### config.mk
export PLATFORM = sky130hd
export DESIGN_NAME = select_fd
export DESIGN_NICKNAME = d
export VERILOG_FILES = /design/src/rtl/select_fd.sv
export SDC_FILE = /design/constraint.sdc
export NUM_CORES = 1
export LEC_CHECK = 0
export CAP_MARGIN = 15
export CORE_AREA = 5 5 133 135
export CTS_BUF_LIST = sky130_fd_sc_hd__clkbuf_16
export CTS_CLUSTER_SIZE = 20
export DETAILED_ROUTE_END_ITERATION = 8
export DIE_AREA = 0 0 138 140
export HOLD_SLACK_MARGIN = 0.1
export PLACE_DENSITY_LB_ADDON = 0.25
export SLEW_MARGIN = 40
export SYNTH_ARGS = -nofsm -noshare
export SYNTH_HDL_FRONTEND = slang
export SYNTH_SLANG_ARGS = --single-unit
### constraint.sdc
create_clock -name clk -period 0.8 [get_ports clk]
set_input_delay 0.16 -clock clk [delete_from_list [all_inputs] [get_ports clk]]
set_output_delay 0.16 -clock clk [all_outputs]
set_load 0.02 [all_outputs]
### src/rtl/select_fd.sv
// select_fd: final quotient-selection stage of the Newton-Raphson divider.
// Compares the back-multiplied product E*Db against the aligned dividend to
// decide whether the quotient approximation E is exact, one ulp too large,
// or short by less than one ulp, and registers the corrected significand
// together with a sticky bit for the rounder. One pipeline stage.
module select_fd (
    input  logic           clk,
    input  logic           rst_n,
    input  logic [57:0]    Da,
    input  logic [57:0]    Db,
    input  logic [114:0]   Eb,
    input  logic           db,
    input  logic [54:0]    E,
    output logic [56:0]    fd
);

    // Unit in the last place for single precision: bit 29 of E.
    localparam logic [54:0] ULP_SINGLE = 55'h0000_0000_2000_0000;
    localparam logic [54:0] ULP_DOUBLE = 55'h0000_0000_0000_0001;

    // Result classes from the magnitude comparison.
    localparam logic [1:0] CMP_LT = 2'b00;
    localparam logic [1:0] CMP_EQ = 2'b01;
    localparam logic [1:0] CMP_GT = 2'b10;

    // Equal / greater flags of an unsigned 115-bit magnitude compare.
    function automatic logic [1:0] mag_cmp(input logic [114:0] lhs,
                                           input logic [114:0] rhs);
        logic [1:0] res;
        if (lhs == rhs) begin
            res = CMP_EQ;
        end else if (lhs > rhs) begin
            res = CMP_GT;
        end else begin
            res = CMP_LT;
        end
        return res;
    endfunction

    logic [54:0]  em_s;      // precision-masked quotient approximation
    logic [54:0]  ulp_s;     // ulp of the selected precision
    logic [54:0]  em_dec_s;  // Em - ulp, wraps modulo 2^55
    logic [114:0] a_s;       // dividend aligned to the Eb binary point
    logic [1:0]   cmp_s;     // comparison class of Eb against A
    logic [54:0]  eadj_s;    // corrected quotient significand
    logic         sticky_s;  // nonzero remainder indicator
    logic [56:0]  fd_d;
    logic [56:0]  fd_q;

    // Db only travels alongside the datapath for alignment/debug; it has
    // no say in the selection, so it is reduced here and left unconnected.
    logic         unused_db_s;
    assign unused_db_s = ^Db;

    // Mask E to the selected precision and pick the matching ulp.
    always_comb begin
        em_s  = E;
        ulp_s = ULP_DOUBLE;
        if (db) begin
            em_s  = E;
            ulp_s = ULP_DOUBLE;
        end else begin
            em_s  = {E[54:29], 29'b0};
            ulp_s = ULP_SINGLE;
        end
    end

    // Decrement by one ulp and classify Eb against the aligned dividend.
    always_comb begin
        a_s      = {Da, 57'b0};
        em_dec_s = em_s - ulp_s;
        cmp_s    = mag_cmp(Eb, a_s);
    end

    // Select the corrected quotient and sticky from the comparison class.
    always_comb begin
        eadj_s   = em_s;
        sticky_s = 1'b1;
        case (cmp_s)
            CMP_EQ: begin
                eadj_s   = em_s;
                sticky_s = 1'b0;
            end
            CMP_GT: begin
                eadj_s   = em_dec_s;
                sticky_s = 1'b1;
            end
            CMP_LT: begin
                eadj_s   = em_s;
                sticky_s = 1'b1;
            end
            default: begin
                eadj_s   = em_s;
                sticky_s = 1'b1;
            end
        endcase
        fd_d = {1'b0, eadj_s, sticky_s};
    end

    // Output pipeline register; async reset clears any in-flight result.
    always_ff @(posedge clk or negedge rst_n) begin
        if (!rst_n) begin
            fd_q <= 57'h0;
        end else begin
            fd_q <= fd_d;
        end
    end

    assign fd = fd_q;

endmodule

==> metrics <==
Ys Warns 0; nets 1298; Worst Hold Depth 3; first-pass GRT wire length 31100 um; TritonCTS clock tree yes; layout cells sized above 1 0.486; clock sinks 56; Netlist cell types 63; WL final 20400 um; grt ovf 0; gr usage total 0.196; Critical Path RT 0.98 ns; run status finished, violations left; Crit path max-delay family simple AND/OR/NAND/NOR gates; Horiz. Die Dim 138 um; failing checks negative setup slack; Die H 140 um; initial antenna violation count 3; Pwr Total 10.0 mW; max incr delay on CP 0.37 ns; Peak VDD IR 879 uV; Synth top area share 0.310; clock network fraction of design power 0.220; hold crit path type input pin to flip-flop; CP Cell Sequence buf_6 > inv_2 > ha_4 > nand4_1 > nor4_4 > and3_1 > nand3_2 > o221ai_4 > o21a_4 > buf_12 > buf_8 > a31oi_2 > a31o_2; endpoint class of the critical path flip-flop; number of flip-flops in the largest register 56; Synth area leader dfrtp_1; crit-path max FO 7; PD cells 995 mW/mm^2; largest net degree at the start of global routing 57; Crit Path Category input pin to flip-flop; CP Launch Point Da[25]; residual DRC count 0; fill count 1418; Seq/Total Area, Yosys 0.310; Seq pwr share 0.310; Main synth FF type dfrtp_1; HP Start E[11]; Layout Utilization 0.616; Max Root-Sink Buffers 2; RSZ-0062 raised after global routing true; RD Place Congestion 0.861; LEAKAGE 4.56 nW; Final period util 2.89; DRT Pass-1 Iters 6; Final WS setup -1.51 ns; final setup TNS -87.67 ns; FF+latch count, synth 56; switching share of power 0.320; Area Overhead vs Synth 123%; Hold Path End fd[12]; Vias 5610; Site Rows 47; routed wire length per instance 17.4 um; dpl hpwl 15400 um; clock buffer count from CTS 5; root buf cell clkbuf_16; Worst-path clk slew 0.07 ns; Comb pwr share 0.471; CP max-delay cell nor4_4; P_sw 3.21 mW; pre-CTS WS -2.24 ns; Synth async-reset ratio 1.00; type of origin of the critical path input pin; EDFF count, synth 0; fin. max-slew vios 0; post-route minimum period 2.31 ns; Arr. time, crit path 2.49 ns; Starting Density 0.277; vias in the first global route 6042; Via density 4.79; die footprint 0.0193 mm^2; Synth Net Count 870; CP bufs+invs 4; Mapped Cells 521; Internal Pwr Total 6.81 mW; PortBufs 286; 1st-iter DRT viols 163; Antenna Nets Post-Route 0; number of max-cap violations 0; Final Setup Violations 112; boundary pin count 346; total core area 0.0163 mm^2; Hold Violations, Final 0; syn avg cell area 8.68 um^2; fmax 0.432 GHz; H-tree depth 2; Post-Syn Area 0.00452 mm^2; top cells by area, synth dfrtp_1, ha_1, xnor2_1, inv_1, nand2_1
==> cell usage after synthesis (5+ instances only) <==
| cell type | n |
|---|---|
| a21o_1 | 5 |
| a21oi_1 | 28 |
| buf_2 | 7 |
| clkbuf_1 | 5 |
| dfrtp_1 | 56 |
| ha_1 | 60 |
| inv_1 | 64 |
| mux2i_1 | 7 |
| nand2_1 | 54 |
| nand3_1 | 19 |
| nand4_1 | 28 |
| nor2_1 | 21 |
| nor3_1 | 17 |
| nor4_1 | 26 |
| o21ai_0 | 11 |
| o311ai_0 | 6 |
| or3_1 | 9 |
| xnor2_1 | 29 |
| xor2_1 | 7 |
==> kinds of logic (layout without fill, tap and decap cells) <==
logic type / count (synthesis) / in the layout / synth area share
and+or+nand+nor: 204 / 205 / 0.251
AOI/OAI and AO/OA: 78 / 78 / 0.115
buffers and inverters: 78 / 506 / 0.0692
adders and majority gates: 60 / 60 / 0.166
DFF: 56 / 56 / 0.310
xor gates and xnor gates: 36 / 36 / 0.0697
muxes: 8 / 8 / 0.0180
other: 1 / 2 / 0.000830
==> cell usage in the layout (no fill, tap or decap), types with 9 or more instances in the layout <==
| master | Yosys | routed |
|---|---|---|
| buf_4 | 1 | 123 |
| buf_6 | 1 | 84 |
| clkdlybuf4s50_1 | 0 | 81 |
| dlygate4sd2_1 | 0 | 69 |
| dfrtp_1 | 56 | 56 |
| nand2_1 | 54 | 45 |
| ha_4 | 0 | 45 |
| buf_2 | 7 | 43 |
| inv_2 | 0 | 34 |
| nand4_1 | 28 | 28 |
| xnor2_1 | 29 | 23 |
| inv_1 | 64 | 22 |
| a21oi_1 | 28 | 21 |
| nor2_1 | 21 | 17 |
| nor3_1 | 17 | 16 |
| ha_1 | 60 | 14 |
| nor4_1 | 26 | 13 |
| clkdlybuf4s15_1 | 0 | 11 |
| clkbuf_2 | 0 | 9 |
==> layout make-up <==
cell class                      count  area [um^2]  share of cell area
Antenna cell                        1         2.50            0.000248
Clock buffer                        5          125              0.0124
Timing Repair Buffer              434         3950               0.392
Tap cell                          220          275              0.0273
Inverter                           64          268              0.0266
Clock inverter                      3         20.0             0.00199
Sequential cell                    56         1400               0.139
Multi-Input combinational cell    388         4040               0.401
==> layer usage <==
| layer | vias up | part of all wire | wire [um] | track usage |
|---|---|---|---|---|
| met5 | - | 0.0012 | 25 | 0 |
| met4 | 4 | 0.026 | 529 | 0.0582 |
| met3 | 38 | 0.084 | 1720 | 0.0631 |
| met2 | 231 | 0.50 | 10200 | 0.352 |
| met1 | 2599 | 0.39 | 7890 | 0.223 |
| li1 | 2738 | - | - | - |
==> worst max path at each step <==
| stage | cells after the start | slack, ns | endpoint |
|---|---|---|---|
| after floorplan | 11 | -1.39 | fd[25] |
| after global placement | 11 | -2.17 | fd[8] |
| after detailed placement | 12 | -2.24 | fd[23] |
| after CTS | 12 | -1.43 | fd[25] |
| after global routing | 13 | -1.61 | fd[24] |
| final | 13 | -1.51 | fd[24] |
==> power by group through the flow <==
stage          clock [mW]  sequential, mW  combinational (mW)
2_1_floorplan           0            3.35                1.13
3_3_place_gp            0            3.12                3.79
3_5_place_dp            0            3.12                3.82
4_1_cts              2.25            3.10                4.46
5_1_grt              2.33            3.12                5.06
6_report             2.20            3.10                4.72
==> timing repair <==
action,4_1_cts,5_1_grt
endpoints found under the hold margin,56,0
gates resized for setup,804,75
pin swaps,101,49
hold buffers,1,0
setup buffers,20,4
setup endpoints to repair,112,112
cloned,5,1
==> through the flow <==
stage	hold WS, ns	std cells	area [um^2]
2_1_floorplan	-0.136	521	4750
3_3_place_gp	0.187	1137	8770
3_5_place_dp	0.189	1137	8770
4_1_cts	0.270	1166	9800
5_1_grt	0.313	1171	10100
6_report	0.275	1171	10100
No activity file was read; power rests on OpenSTA's default activity.
